===== src/rtl/count_updown_mod.sv =====
// Parametrised up/down modulo counter with enable, synchronous load and a registered wrap pulse.
// Define COUNT_UPDOWN_SAT_EN to make the count saturate at its limits instead of wrapping.
module count_updown_mod #(
  parameter int     WIDTH     = 4,
  parameter longint MODULUS   = 10,
  parameter longint RESET_VAL = 0
) (
  input  logic             clk,
  input  logic             reset_n,
  input  logic             en,
  input  logic             up_dn,
  input  logic             load,
  input  logic [WIDTH-1:0] load_val,
  output logic [WIDTH-1:0] counter,
  output logic             wrap,
  output logic             at_term
);

  // Terminal compares are done on WIDTH-bit values so MODULUS == 2**WIDTH never needs a WIDTH+1 bit.
  localparam logic [WIDTH-1:0] MAX_VAL   = WIDTH'(MODULUS - 1);
  localparam logic [WIDTH-1:0] RESET_CNT = WIDTH'(RESET_VAL);
  localparam logic [63:0]      MOD_U     = 64'(MODULUS);

  generate
    if (WIDTH < 2 || WIDTH > 32) begin : g_badWidth
      $error("count_updown_mod: WIDTH must be in 2..32");
    end
    if (MODULUS < 2 || MODULUS > (64'sd1 <<< WIDTH)) begin : g_badModulus
      $error("count_updown_mod: MODULUS must be in 2..2**WIDTH");
    end
    if (RESET_VAL < 0 || RESET_VAL >= MODULUS) begin : g_badResetVal
      $error("count_updown_mod: RESET_VAL must be below MODULUS");
    end
  endgenerate

  logic [WIDTH-1:0] r_counter;
  logic             r_wrap;
  logic [WIDTH-1:0] w_nextCount;
  logic             w_nextWrap;
  logic             w_atMax;
  logic             w_atZero;
  logic             w_loadInRange;

  assign w_atMax       = (r_counter == MAX_VAL);
  assign w_atZero      = (r_counter == '0);
  assign w_loadInRange = ({{(64-WIDTH){1'b0}}, load_val} < MOD_U);

  always_comb begin
    w_nextCount = r_counter;
    w_nextWrap  = 1'b0;
    if (load) begin
      w_nextCount = w_loadInRange ? load_val : MAX_VAL;
    end else if (en) begin
      if (up_dn) begin
`ifdef COUNT_UPDOWN_SAT_EN
        // Pulse only on the step that arrives at the limit; sitting there stays quiet.
        if (!w_atMax) begin
          w_nextCount = r_counter + WIDTH'(1);
          w_nextWrap  = ((r_counter + WIDTH'(1)) == MAX_VAL);
        end
`else
        if (w_atMax) begin
          w_nextCount = '0;
          w_nextWrap  = 1'b1;
        end else begin
          w_nextCount = r_counter + WIDTH'(1);
        end
`endif
      end else begin
`ifdef COUNT_UPDOWN_SAT_EN
        if (!w_atZero) begin
          w_nextCount = r_counter - WIDTH'(1);
          w_nextWrap  = (r_counter == WIDTH'(1));
        end
`else
        if (w_atZero) begin
          w_nextCount = MAX_VAL;
          w_nextWrap  = 1'b1;
        end else begin
          w_nextCount = r_counter - WIDTH'(1);
        end
`endif
      end
    end
  end

  always_ff @(posedge clk or negedge reset_n) begin
    if (!reset_n) begin
      r_counter <= RESET_CNT;
      r_wrap    <= 1'b0;
    end else begin
      r_counter <= w_nextCount;
      r_wrap    <= w_nextWrap;
    end
  end

  assign counter = r_counter;
  assign wrap    = r_wrap;
  assign at_term = up_dn ? w_atMax : w_atZero;

endmodule

===== config.mk =====
export PLATFORM = sky130hd
export DESIGN_NAME = count_updown_mod
export DESIGN_NICKNAME = d
export VERILOG_FILES = /design/src/rtl/count_updown_mod.sv
export SDC_FILE = /design/constraint.sdc
export NUM_CORES = 1
export LEC_CHECK = 0
export CORE_AREA = 5 5 42 44
export CTS_CLUSTER_SIZE = 10
export DETAILED_ROUTE_END_ITERATION = 16
export DIE_AREA = 0 0 47 49
export GPL_TIMING_DRIVEN = 0
export PLACE_DENSITY = 0.59
export SETUP_SLACK_MARGIN = 0.4
export SYNTH_ARGS = -nofsm -noshare
export SYNTH_HDL_FRONTEND = slang
export SYNTH_SLANG_ARGS = --single-unit

===== constraint.sdc =====
create_clock -name clk -period 2.05 [get_ports clk]
set_clock_uncertainty 0.1 [all_clocks]
set_input_delay 0.205 -clock clk [delete_from_list [all_inputs] [get_ports clk]]
set_output_delay 0.205 -clock clk [all_outputs]
set_load 0.05 [all_outputs]

; Word level (Yosys, flattened, before mapping)
; Cells that the tools add are included.
[word_totals]
out_inout_bits = 6
wordCells = 20
in_bits = 9
regBits = 5
[op_classes]
n_eq_ne = 1
magnitude_cmp = 1
n_addsub = 2
n_reduce_logical = 2
n_mux = 12
[ops]
columns = cell, count
row1 = $mux 4, 6
row2 = $mux 1, 6
row3 = $add 4x1->4 const B, 1
row4 = $eq 4x4->1 const B, 1
row5 = $logic_not 4->1, 1
row6 = $lt 4x4->1 const B, 1
row7 = $sub 4x1->4 const B, 1
row8 = $reduce_bool 2->1, 1

; Longest topological paths before layout
; Gate-level depths: netlist of the first run.
[logic_depth]
depth_word = 5
mapped_depth = 5
depth_no_buf = 4

; Least setup slack after synthesis of the first run
; OpenSTA, ideal clock, no wires.
[synth_path]
path_type = flip-flop to flip-flop
from = reg r_counter[0], in the netlist counter[0]
to = reg r_wrap, in the netlist wrap
path_stages_with_launch = 5
setup_slack_ps = 232
arrival_time_ps = 1650
path_buffers = 1
setup_time_ps = 68
required_ps = 1882
path_cell_list = dfrtp_1 buf_6 nor3_2 o21a_1 and3b_1
[synth_between]
elab_chain_len = 5
elab_cells_between_ends = 7
[synth_rtl]
columns = item, line_no
row1 = from (decl), 36  ; logic [WIDTH-1:0] r_counter;
row2 = from (signal assigned), 92  ; r_counter <= w_nextCount;
row3 = $eq 4x4->1 / $logic_not 4->1 (equally long branches), "44, 45"
row4 = "$mux 1, on equally long branches", "62, 76"
row5 = $mux 1 *, 54  ; if (up_dn) begin
row6 = $mux 1 *, 53  ; end else if (en) begin
row7 = $mux 1 *, 51  ; if (load) begin
row8 = net w_nextWrap, 39  ; logic w_nextWrap;
row9 = to (signal assigned), 93  ; r_wrap <= w_nextWrap;
row10 = to (decl), 37  ; logic r_wrap;
; Mark *: on every way through the listed nets, which the timed path passes. The rest lies on a longest branch.
; A chain may end at the register's enable or synchronous reset.

; Worst setup path in the final report of the first run
[layout_path]
from = reg r_counter[0], in the netlist counter[0]
to = out at_term
[layout_between]
elab_chain_len = 2
elab_cells_between_ends = 3
[layout_rtl]
columns = item, line_no
row1 = $eq 4x4->1 / $logic_not 4->1 (equally long branches), "44, 45"
row2 = $mux 1 *, 99  ; assign at_term = up_dn ? w_atMax : w_atZero;
row3 = to (decl), 16  ; output logic at_term
; Every way passes the cells marked *; elsewhere a longest branch is shown, timed or not.

==> impl_results.md, run 1 <==
* Outcome: finished, final reports clean
* GP Congestion at 0.636
* Vias in the first global route at 377
* Die Span Y at 49 µm
* Vias at 434
* Ratio of cells with drive above 1 in the final layout at 0.250
* CP Launch Point: counter[0]
* Clk slew on worst S/H paths at 40 ps
* Synth top area cells: dfrtp_1 29%, nor2b_1 5.8%, a41o_1 4.7%
* Fillers at 145
* Met2 wire len at 443 µm
* Largest net degree at the start of global routing at 11
* Synthesized instance count at 48
* Reg2reg start: counter[0]
* Setup Viol. Count Final at 0
* WP data required at 1750 ps
* Peak supply drop at 0.370 mV
* Port bufs at 13
* Mapped Area at 429 µm²
* Total detailed-routing wirelength at 930 µm
* Worst EP arrival at 1310 ps
* Top routing layer used: met4
* Total GRT Usage at 0.0892
* Met3 WL at 67 µm
* Detail Placement HPWL at 702 µm
* Die area at 2300 µm²
* Most common cell after layout, fill and taps aside: clkdlybuf4s50_1
* CTS Sinks at 5
* Clk buf depth at 2
* Final Hold Viols at 0
* Htree depth at 1
* Final Non-Filler Cells at 84
* Maxcap violations at 0
* Lkg Pwr at 0.290 nW
* Met1 WL at 403 µm
* Vias/cell at 5.17
* Pwr dens at 644 nW/µm²
* Yosys reg bits at 5
* P&R area growth vs syn at 50.1%
* CTS Hold Buffers Added at 0
* CTS Buf Count at 3
* Core area at 1400 µm²
* Area of the multi-input gates at 275 µm²
* Grt total ovfl at 0
* Antenna viol nets, final at 0
* Starting Density at 0.306
* Top cell type by total area after synthesis: dfrtp_1
* Ys Warns at 0
* Clock Latency Late Sink at 240 ps
* CP max FO at 4
* First-pass GRT wire length at 1510 µm
* NumNets Final at 78
* Initial antenna violation count at 0
* Final worst-path cycle share at 0.787
* Max-slew headroom at 0.675
* TritonCTS clock tree: done
* Final min period at 1610 ps
* Yosys cell types at 28
* Ports at 15
* Sequential area share after synthesis at 0.292
* Mean Syn Cell Area at 8.94 µm²
* Worst-Margin Slew at 489 ps
* Place WS at -180 ps
* Post-Syn Nets at 57
* Pre-antenna DRT Iters at 2
* CP startpoint kind: register
* PnR Total Power at 415 µW
* WL/cell at 11.1 µm
* Critical setup path kind: register to primary output
* Most frequent cells in the layout: 6 x clkdlybuf4s50_1, 4 x nor2b_1, 4 x nand2_1
* Cell Count Post-Placement at 77
* Final WS setup at 436 ps
* FP Rows at 14
* DR DRC count at 0
* CP Capture Type: primary output
* Clock root cell: clkbuf_4
* Max Fclk at 0.620 GHz
* Hold WC Path Type: input port to asynchronous set/reset pin
* Synth top area share at 0.292
* Unrepaired setup endpoints after global routing: yes
* Antenna diodes at 0
* Die X at 47 µm
* Max-slew violations at 0
* Seq. cell area at 128 µm²
* Initial DRC count at 2
report_power, final:
group          internal (mW)  switching [mW]
clock                 0.0735          0.0387
combinational         0.0807          0.0915
sequential             0.110          0.0208
layer usage:
layer | GRT usage | vias up
li1 | - | 219
met1 | 0.110 | 202
met4 | 0.0691 | 0
met2 | 0.131 | 11
met5 | 0 | -
met3 | 0.0148 | 2
flip-flops by register name, indices dropped and copies added (netlist names):
name and cells:
counter 4, wrap 1
logic make-up (layout without fill, tap and decap cells):
kind of cell    count (synthesis)  after routing  share of synthesized area
simple gates                   21             21                      0.300
compound gates                 17             17                      0.277
flops                           5              5                      0.292
buf+inv                         3             23                     0.0904
xor+xnor                        2              2                     0.0408
critical path, stage by stage, from the launching register on:
cell,delay (ps)
dfrtp_2,420
buf_6,130
and3_1,140
o21a_2,230
buf_8,150
metrics by stage:
stage	instance area (µm²)	setup TNS, ps	hold slack [ps]	utilization
floorplan	432	0	-191	-
global placement	582	-184	348	0.415
detailed placement	582	-180	348	0.415
CTS	603	0	90.2	0.430
global route	644	0	89.0	0.460
finish	644	0	81.7	0.460
cell usage after synthesis (all sizes together):
master,number
nor2,3
a21boi,1
o21a,2
o21bai,1
a21oi,1
nand3b,2
a221oi,1
nand2,4
nor3,1
o211ai,1
and3b,2
nand2b,1
buf,3
o22ai,1
o21ai,6
and4b,1
and2b,1
o31ai,1
nand3,1
a41o,2
dfrtp,5
xnor2,2
and3,1
nor2b,4
path summary, 6_finish.rpt:
path	cells after the start	slack [ps]	end
min in group clk	2	130	wrap
max in group asynchronous	1	1570	counter[0]
min	1	80	wrap
max	4	440	at_term
max reg2reg	6	570	counter[1]
min reg2reg	3	700	counter[3]
final cells by class:
type | instances | area share
Tap cell | 16 | 0.0311
Buffer | 3 | 0.0660
Sequential cell | 5 | 0.198
Timing Repair Buffer | 16 | 0.237
Clock buffer | 4 | 0.0408
Multi-Input combinational cell | 40 | 0.427
what timing repair did:
item,4_1_cts,5_1_grt
gates resized for setup,8,15
setup buffers,0,3
pin swaps,0,1
endpoints found under the hold margin,0,0
endpoints found under the setup margin,6,3
Note: power is estimated with default switching activity, not from simulation.
==> run 2: changes to the inputs <==
==> constraint.sdc (replaced) <==
create_clock -name clk -period 1.6 [get_ports clk]
set_clock_uncertainty 0.1 [all_clocks]
set_input_delay 0.16 -clock clk [delete_from_list [all_inputs] [get_ports clk]]
set_output_delay 0.16 -clock clk [all_outputs]
set_load 0.05 [all_outputs]
==> run 2 against run 1 <==
Critical path depth stayed put. Non-clock buffer count is 12 higher. Core utilization is 14 points higher. Cell count is 14% higher. Sequential power is 27% higher. Critical endpoint unchanged. Largest cell class unchanged. Highest routed layer unchanged.
==> impl_results.md, run 2 (same netlist as run 1, synthesis figures left out) <==
* Outcome: finished, final reports clean
* Ports at 15 (unchanged)
* CTS Buf Count at 3 (unchanged)
* Worst path depth at 4 (unchanged)
* PnR Total Power at 665 µW (+60%)
* TritonCTS clock tree: done
* Buf/Inv on CP at 2 (unchanged)
* Antenna diodes at 0 (unchanged)
* Reg2reg start: counter[2]
* Final worst-path cycle share at 0.942
* Worst-Margin Slew at 286 ps (-203 ps)
* Clk slew on worst S/H paths at 50 ps (about the same)
* Peak supply drop at 0.504 mV (+36%)
* First-pass GRT wire length at 2140 µm (+42%)
* Detail Placement HPWL at 710 µm (+1.2%)
* Pre-antenna DRT Iters at 1 (-1)
* Final min period at 1510 ps
* Worst path cell trace: buf_6, and3_4, o21a_4, buf_8
* Met2 wire len at 675 µm (+52%)
* Pwr dens at 794 nW/µm² (+23%)
* Clock Latency Late Sink at 240 ps (about the same)
* Worst EP arrival at 1250 ps (-60 ps)
* Initial DRC count at 0 (-2)
* Lkg Pwr at 0.375 nW (+29%)
* Unrepaired setup endpoints after global routing: yes
* Die X at 47 µm (unchanged)
* Max reg flops at 4 (unchanged)
* GP Congestion at 0.682 (+7.2%)
* WL/cell at 13.8 µm (+24%)
* Total detailed-routing wirelength at 1320 µm (+42%)
* CTS Hold Buffers Added at 0 (unchanged)
* Top routing layer used: met4
* Die Span Y at 49 µm (unchanged)
* CP delay by family, top: flip-flops
* DR DRC count at 0 (unchanged)
* Port bufs at 13 (unchanged)
* WP data required at 1340 ps (-410 ps)
* Met3 WL at 48 µm (-28%)
* Die area at 2300 µm² (unchanged)
* Vias in the first global route at 510 (+35%)
* Clk buf depth at 2 (unchanged)
* Htree depth at 1 (unchanged)
* Maxcap violations at 0 (unchanged)
* CP Launch Point: counter[0]
* Max-slew violations at 0 (unchanged)
* R2R cell count at 4 (-2)
* Grt total ovfl at 0 (unchanged)
* P&R area growth vs syn at 95.0%
* Slowest stage delay, CP at 400 ps (-20 ps)
* Ratio of cells with drive above 1 in the final layout at 0.550 (+0.300)
* Setup Viol. Count Final at 0 (unchanged)
* Hold WC Path Type: input port to asynchronous set/reset pin
* CTS Sinks at 5 (unchanged)
* Core area at 1400 µm² (unchanged)
* Total GRT Usage at 0.128 (+0.0388)
* Final Hold Viols at 0 (unchanged)
* Worst path slowest cell: dfrtp_2
* Initial antenna violation count at 0 (unchanged)
* FP Rows at 14 (unchanged)
* Starting Density at 0.306 (unchanged)
* Max Fclk at 0.663 GHz
* CP Capture Type: primary output
* Met1 WL at 568 µm (+41%)
* Placed instance area at 599 µm² (+3.0%)
* Most frequent cells in the layout: 11 x buf_4, 8 x buf_6, 6 x clkdlybuf4s50_1
* Most common cell after layout, fill and taps aside: buf_4
* CP startpoint kind: register
* CP max FO at 4 (unchanged)
* Clock root cell: clkbuf_4
* Antenna viol nets, final at 0 (unchanged)
* Vias at 475 (+9.4%)
* NumNets Final at 90 (+15%)
* Largest net degree at the start of global routing at 10 (-1)
* Max-slew headroom at 0.808 (+0.133)
* Vias/cell at 4.95 (-4.2%)
* Post-route cell area at 837 µm² (+30%)
* Critical setup path kind: register to primary output
==> run 2: layer usage <==
layer,global-route usage,vias up
li1,-,241
met4,0.0922,0
met5,0,-
met2,0.213,9
met1,0.136,223
met3,0.0221,2
==> run 2: worst paths after layout <==
kind                         endpoint  slack (ps)
setup / recovery              at_term          90
hold / removal             counter[2]          30
setup reg to reg           counter[3]         170
hold reg to reg            counter[1]         700
max in group asynchronous  counter[3]        1160
min in group clk           counter[0]         120
==> run 2: cell type report <==
type	instances	area [µm²]
plain buffers	3	42.5
clock buffers	4	26.3
fillers	126	564
multi-input cells	40	349
flip-flops and latches	5	130
well taps	16	20.0
repair buffers	28	269
==> run 2: worst reg2reg max path, delay by kind of cell, from the launching register on <==
family	cells	cell delay, ps
compound gates	3	570
simple gates	1	160
flops	1	470
==> run 2: timing repair <==
action,in CTS,in global routing
gates resized for setup,47,15
pin swaps,7,5
setup buffers,13,2
endpoints found under the setup margin,10,11
==> run 2: per-stage QoR <==
step / utilization / hold slack (ps) / cells / setup WS (ps) / TNS [ps]
finish: 0.597 / 30.3 / 96 / 92.4 / 0
global route: 0.597 / 41.3 / 96 / 47.3 / 0
CTS: 0.548 / 27.5 / 94 / 80.8 / 0
detailed placement: 0.428 / 295 / 77 / -574 / -623
global placement: 0.428 / 291 / 77 / -567 / -610
floorplan: - / -236 / 48 / 111 / 0
==> run 2: power by group <==
group	total (mW)	leakage, nW	internal (mW)	switching, mW
clock	0.149	0.0150	0.0944	0.0542
combinational	0.350	0.302	0.185	0.164
sequential	0.167	0.0576	0.142	0.0247
total	0.665	0.375	0.422	0.243
